### config.mk
export PLATFORM = sky130hd
export DESIGN_NAME = sha256_msg_padder
export DESIGN_NICKNAME = d
export VERILOG_FILES = /design/src/rtl/sha256_msg_padder.sv
export SDC_FILE = /design/constraint.sdc
export NUM_CORES = 1
export LEC_CHECK = 0
export CAP_MARGIN = 25
export CORE_ASPECT_RATIO = 0.9
export CORE_MARGIN = 2
export CORE_UTILIZATION = 30
export CTS_CLUSTER_DIAMETER = 50
export DETAILED_ROUTE_END_ITERATION = 10
export GPL_ROUTABILITY_DRIVEN = 1
export PLACE_DENSITY = 0.46
export SLEW_MARGIN = 40
export SYNTH_ARGS = -nofsm -noshare
export SYNTH_HDL_FRONTEND = slang
export SYNTH_SLANG_ARGS = --single-unit
### constraint.sdc
create_clock -name clk -period 5.2 [get_ports clk]
set_input_delay 0.78 -clock clk [delete_from_list [all_inputs] [get_ports clk]]
set_output_delay 0.78 -clock clk [all_outputs]
set_load 0.005 [all_outputs]
### src/rtl/sha256_msg_padder.sv
// SHA-256 message padder: forwards upstream bytes to the block processor, then
// appends 0x80, zero fill to block position 56 and the 64-bit big-endian bit length.
module sha256_msg_padder #(
    parameter int CNT_W = 32
) (
    input  logic       clk,
    input  logic       rst_n,
    input  logic       start,
    input  logic       msg_empty,
    input  logic [7:0] s_data,
    input  logic       s_valid,
    input  logic       s_last,
    output logic       s_ready,
    output logic       m_start,
    output logic [7:0] m_data,
    output logic       m_valid,
    output logic       m_last,
    input  logic       m_ready,
    output logic       busy,
    output logic       done
);

    typedef enum logic [2:0] {
        S_IDLE  = 3'd0,
        S_START = 3'd1,
        S_MSG   = 3'd2,
        S_PAD80 = 3'd3,
        S_ZERO  = 3'd4,
        S_LEN   = 3'd5
    } state_t;

    state_t           state_q, state_d;
    logic [CNT_W-1:0] count_q, count_d;
    logic [5:0]       pos_q, pos_d;
    logic [2:0]       idx_q, idx_d;
    logic             empty_q, empty_d;
    logic             done_q, done_d;

    logic             xfer_s;
    logic [5:0]       pos_inc_s;
    logic [63:0]      len_s;

    // Selects byte idx of the length field, most significant byte first.
    function automatic logic [7:0] len_byte(input logic [63:0] len, input logic [2:0] idx);
        logic [63:0] sh;
        sh = len >> {3'd7 - idx, 3'b000};
        return sh[7:0];
    endfunction

    assign xfer_s    = m_valid && m_ready;
    assign pos_inc_s = pos_q + 6'd1;
    assign len_s     = 64'({count_q, 3'b000});
    assign done      = done_q;

    // State and datapath registers.
    always_ff @(posedge clk or negedge rst_n) begin
        if (!rst_n) begin
            state_q <= S_IDLE;
            count_q <= '0;
            pos_q   <= 6'd0;
            idx_q   <= 3'd0;
            empty_q <= 1'b0;
            done_q  <= 1'b0;
        end else begin
            state_q <= state_d;
            count_q <= count_d;
            pos_q   <= pos_d;
            idx_q   <= idx_d;
            empty_q <= empty_d;
            done_q  <= done_d;
        end
    end

    // Next-state and counter updates; everything advances only on a downstream transfer.
    always_comb begin
        state_d = state_q;
        count_d = count_q;
        pos_d   = pos_q;
        idx_d   = idx_q;
        empty_d = empty_q;
        done_d  = 1'b0;
        case (state_q)
            S_IDLE: begin
                if (start) begin
                    state_d = S_START;
                    count_d = '0;
                    pos_d   = 6'd0;
                    idx_d   = 3'd0;
                    empty_d = msg_empty;
                end else begin
                    state_d = S_IDLE;
                end
            end
            S_START: begin
                if (empty_q) begin
                    state_d = S_PAD80;
                end else begin
                    state_d = S_MSG;
                end
            end
            S_MSG: begin
                if (xfer_s) begin
                    count_d = count_q + CNT_W'(1);
                    pos_d   = pos_inc_s;
                    if (s_last) begin
                        state_d = S_PAD80;
                    end else begin
                        state_d = S_MSG;
                    end
                end else begin
                    state_d = S_MSG;
                end
            end
            S_PAD80, S_ZERO: begin
                if (xfer_s) begin
                    pos_d = pos_inc_s;
                    if (pos_inc_s == 6'd56) begin
                        state_d = S_LEN;
                    end else begin
                        state_d = S_ZERO;
                    end
                end else begin
                    state_d = state_q;
                end
            end
            S_LEN: begin
                if (xfer_s) begin
                    pos_d = pos_inc_s;
                    idx_d = idx_q + 3'd1;
                    if (idx_q == 3'd7) begin
                        state_d = S_IDLE;
                        done_d  = 1'b1;
                    end else begin
                        state_d = S_LEN;
                    end
                end else begin
                    state_d = S_LEN;
                end
            end
            default: begin
                state_d = S_IDLE;
            end
        endcase
    end

    // Output decode; MSG is a pure pass-through so m_valid never depends on m_ready.
    always_comb begin
        s_ready = 1'b0;
        m_start = 1'b0;
        m_data  = 8'h00;
        m_valid = 1'b0;
        m_last  = 1'b0;
        busy    = 1'b1;
        case (state_q)
            S_IDLE: begin
                busy = 1'b0;
            end
            S_START: begin
                m_start = 1'b1;
            end
            S_MSG: begin
                m_data  = s_data;
                m_valid = s_valid;
                s_ready = m_ready;
            end
            S_PAD80: begin
                m_data  = 8'h80;
                m_valid = 1'b1;
            end
            S_ZERO: begin
                m_data  = 8'h00;
                m_valid = 1'b1;
            end
            S_LEN: begin
                m_data  = len_byte(len_s, idx_q);
                m_valid = 1'b1;
                m_last  = (idx_q == 3'd7);
            end
            default: begin
                busy = 1'b0;
            end
        endcase
    end

endmodule
=== Yosys cells after proc, flatten, opt, wreduce, memory -nomap -nowiden ===
Index checks and enable logic that the tools add are counted.
W data, S select, Z words.

* $add $sub $neg: 4
* Eq/ne operators: 12
* Shifts and indexed selects: 1
* Mux-type cells: 27
* Reductions and logical operators: 13

{| class="wikitable"
|+ Operator list
! kind !! count
|-
| $mux W32 || 2
|-
| $pmux W32 S2 || 1
|-
| $shr A35 B6 Y8 || 1
|-
| $add A32 B1 Y32 const B || 1
|-
| $pmux W8 S3 || 1
|-
| $mux W3 || 6
|-
| $pmux W3 S5 || 1
|-
| $mux W6 || 2
|-
| $pmux W6 S2 || 1
|-
| $mux W1 || 11
|-
| $eq A3 B3 Y1 const B || 3
|-
| $reduce_and A3 Y1 || 3
|-
| $ne A2 B2 Y1 const B || 4
|-
| $add A6 B1 Y6 const B || 1
|-
| $eq A3 B2 Y1 const B || 2
|-
| $eq A6 B6 Y1 const B || 1
|-
| $pmux W3 S2 || 1
|-
| $reduce_bool A2 Y1 || 3
|-
| $reduce_or A5 Y1 || 1
|-
| $reduce_or A4 Y1 || 1
|-
| $add A3 B1 Y3 const B || 1
|-
| $eq A3 B1 Y1 const B || 1
|-
| $logic_not A3 Y1 || 1
|-
| $reduce_or A3 Y1 || 1
|-
| 6 further kinds || 6
|}

* Register bits after elaboration: 46
* Input bits: 15
* Output and inout port bits: 14
* Logic and storage cells: 63

=== Depth between registers and ports, before layout ===
* Depth in word-level cells: 6
* Depth in mapped cells: 6
* Mapped depth without buffers: 5

=== Worst setup path after synthesis ===
Ideal clock, no wire load.

* Kind: register to output
* Start: reg idx_q[0]
* End: out m_data[5]
* Arrival: 1.526 ns
* Data required time: 4.420 ns
* Setup slack: 2.894 ns
* Stages on the path, launching flop included: 4
* Path buffers: 1
* Path through: dfrtp_1 -> buf_1 -> mux4_1 -> a22o_1

* Word-level cells in the longest chain between the ends: 3

{| class="wikitable"
|+ RTL lines
! what !! line !! RTL
|-
| start, declared || 35 || <nowiki>logic [2:0] idx_q, idx_d;</nowiki>
|-
| start signal, assigned || 68 || <nowiki>idx_q <= idx_d;</nowiki>
|-
| $sub A3 B3 Y3 || 46 || <nowiki>sh = len >> {3'd7 - idx, 3'b000};</nowiki>
|-
| $shr A35 B6 Y8 || 46 ||
|-
| $pmux W8 S3 || 154 || <nowiki>case (state_q)</nowiki>
|-
| end, declared || 15 || <nowiki>output logic [7:0] m_data,</nowiki>
|}

Every way passes these cells.

=== Final worst setup path ===
* Start: reg state_q[2]
* End: out m_data[1]

* Word-level cells in the longest chain between the ends: 2
* Elaborated cells between the ends (all ways): 4
* Those cells by class: eq/ne (3); mux (1)

{| class="wikitable"
|+ RTL lines
! what !! line !! RTL
|-
| start, declared || 32 || <nowiki>state_t state_q, state_d;</nowiki>
|-
| start signal, assigned || 65 || <nowiki>state_q <= state_d;</nowiki>
|-
| $eq A3 B3 Y1 / $eq A3 B2 Y1 (equally long branches) || 154 ||
|-
| $pmux W8 S3 (*) || 154 ||
|}

Mark *: on every way between the ends. The rest lies on a longest branch, timed or not.

==> results.cfg <==
[timing]
rsz0062_at_grt = no
setup_viol = 0
slew_headroom_pct = 46.8
fin_crit_ns = 3.52
hold_viol = 0
setup_tns_ns = 0
clock_skew_ns = 0.00733
max_freq_ghz = 0.284
worstMarginPinSlew_ns = 0.797
fin_crit_sh_pct = 67.8
slew_viol_final = 0
finalWorstSetupSlack_ns = 1.68

[finish]
fin_area_um2 = 3710
mostFrequentLayoutCell = dfrtp_1
drive_gt1_share_pct = 12.3
layout_common_cells = dfrtp_1 (46), nand2_1 (35), clkdlybuf4s50_1 (27)
stdcell_count = 488
nets = 380
fill_cells = 1078
diodes = 0
synthToLayoutAreaGrowth_pct = 15.6

[die]
num_rows = 35
coreArea_um2 = 10300
start_util_pct = 31.0
die_y_um = 102
die_w_um = 113
die_area_um2 = 11500
ioPinCount = 29

[power]
total_power_mw = 1.24
p_per_area_nw_per_um2 = 335
p_int_uw = 784
vdd_drop_max_uv = 129
power.leakage_nw = 1.43
p_switching_uw = 459
seq_power_share_pct = 38.8
pwr-share-clk_pct = 24.6
switching_share_pct = 36.9
pwr-share-comb_pct = 36.6

[synthesis]
syn-cell-area_um2 = 3210
ys_seq_area_share_pct = 35.9
synth_xor_area_share_pct = 2.18
ys_warn_count = 0
synth_mux_area_share_pct = 8.03
synthAdderAreaFrac_pct = 2.34
synth_fp_nets = 362
synth_edf_count = 0
synth.distinct_cells = 62
syn_avg_cell_area_um2 = 9.41
synth_top_family_by_area = simple AND/OR/NAND/NOR gates
synthArstFlopShare_pct = 100
synthFlopType = dfrtp_1
ys_seq_elements = 46
synth_compound_area_share_pct = 17.9
synth-simple-area-share_pct = 29.3
netlist_instances = 341

[place]
dp_worst_setup_slack_ns = 1.77
port-buffer-count = 28
gp_congestion = 0.789
dp_cells = 481
placed_area_um2 = 3570
place_hpwl_um = 5980

[status]
violations = DRC
status = finished with violations

[worst_setup_path]
r2r_cells = 4
crit_arrival_ns = 2.74
crit_type = reg2out
rrSetupSlack_ns = 2.70
cpPeakStageDelay_ns = 0.69
r2r_start = state_q[1]
crit_path_max_fanout = 16
endpoint_kind = primary output
critPathLaunch = state_q[2]
timing.rr.end = count_q[21]
worst_path_max_delay_cell = dfrtp_1
critPathCapture = m_data[1]
critPathLaunchType = register
cp_data_required_time_ns = 4.42
path_cells = nor2b_1 > nand2_1 > nor3_1 > a221o_1 > clkdlybuf4s50_1

[detailed_routing]
drt_pass1_iterations = 7
wl_per_cell_um = 17.4
viasPerCell = 5.58
dr.first_iter.drc_count = 144
drc_errors = 3
ant_nets = 0
dr_total_vias = 2723
wl_um = 8500

[global_routing]
grt-ovfl-total = 0
antenna_found_initial = 0
grt.total_usage_pct = 15.5
grt_pass1_vias = 2592
grt_pass1_wl_um = 14200
grt_max_degree = 47

[clock_network]
cts_tree = done
cts_root_buf = clkbuf_16
postCtsHoldBufs = 0
postCtsSetupBuffers = 0
cts.reportedPaths.clkPinSlew_ns = 0.06
post_cts_resized = 0
ctsHtreeMaxLevel = 2
cts.sink_count = 46
clkLatencyLatePin_ns = 0.28
cts_made_buffers = 5
cts_buffer_depth = 2

[hold_path]
hold_class = reg2reg

[job]
drv_cap = 0
kinds of logic after synthesis:
family / count (synthesis)
flip-flops: 46
AO/OA/AOI/OAI: 82
adder cells (fa/ha/maj): 6
multiplexers: 19
XOR/XNOR: 8
buffers and inverters: 30
AND/OR/NAND/NOR: 150
metrics by stage:
stage	utilization, %	hold slack (ns)
final	35.9	0.492
after global routing	35.9	0.510
after CTS	35.9	0.500
after detailed placement	34.6	0.483
after global placement	34.5	0.478
after floorplan	-	0.447
metal layers:
layer	vias up	wire length [um]	track usage, %
met5	-	0	0
met4	0	83	3.94
met3	4	335	2.61
met2	53	3650	23.2
met1	1326	4430	23.4
li1	1340	-	-
flip-flops by register name (all words and copies together), names as in the netlist:
| name | flops |
|---|---|
| empty_q | 1 |
| count_q | 32 |
| idx_q | 3 |
| state_q | 3 |
| pos_q | 6 |
| done | 1 |
power by group through the flow:
| stage | clock (mW) | combinational, mW | sequential (mW) |
|---|---|---|---|
| after global placement | 0 | 0.457 | 0.488 |
| after global routing | 0.338 | 0.505 | 0.493 |
| after floorplan | 0 | 0.344 | 0.434 |
| final | 0.306 | 0.455 | 0.482 |
| after detailed placement | 0 | 0.460 | 0.489 |
| after CTS | 0.319 | 0.461 | 0.482 |
cells in the mapped netlist (4+ instances only):
cell type / n / area [um^2]
mux2i_1: 13 / 130
ha_1: 6 / 75.1
nor4_2: 6 / 75.1
and2_1: 4 / 25.0
nand2_1: 35 / 131
and3_1: 8 / 50.1
dfrtp_1: 46 / 1150
nor2_1: 15 / 56.3
o21ai_0: 9 / 45.0
nor2b_1: 4 / 25.0
or2_2: 7 / 43.8
or4_1: 16 / 120
nand2b_1: 4 / 25.0
o21ai_1: 4 / 20.0
clkbuf_1: 14 / 52.6
mux4_2: 4 / 90.1
or3_1: 5 / 31.3
nand4_1: 9 / 56.3
a22o_1: 6 / 52.6
nand3_1: 14 / 70.1
a21oi_1: 25 / 125
inv_1: 8 / 30.0
o2111ai_1: 5 / 43.8
xor2_1: 4 / 35.0
o31ai_1: 14 / 105
xnor2_1: 4 / 35.0
worst min path at each step:
stage          slack (ns)  endpoint  cells past startpoint  startpoint
6_report             0.49   empty_q                      2     empty_q
5_1_grt              0.51   empty_q                      2     empty_q
4_1_cts              0.50   empty_q                      2     empty_q
3_5_place_dp         0.48   empty_q                      2     empty_q
3_3_place_gp         0.48   empty_q                      2     empty_q
2_1_floorplan        0.45   empty_q                      2     empty_q
final cells by class:
cell class / instances / area (um^2) / share of cell area [%]
inverter: 9 / 33.8 / 0.911
clock buffer: 5 / 125 / 3.37
sequential: 46 / 1150 / 31.0
multi-input combinational: 265 / 1920 / 51.8
timing repair buffer: 32 / 305 / 8.23
tap: 129 / 161 / 4.35
clock inverter: 2 / 10.0 / 0.270
worst max-delay path, delay by kind of cell, from the launching register on:
| family | cells | cell delay (ns) |
|---|---|---|
| AND/OR/NAND/NOR | 3 | 1.07 |
| flip-flops | 1 | 0.69 |
| buffers and inverters | 1 | 0.49 |
| AO/OA/AOI/OAI | 1 | 0.21 |
(Power assumes the default switching activity.)
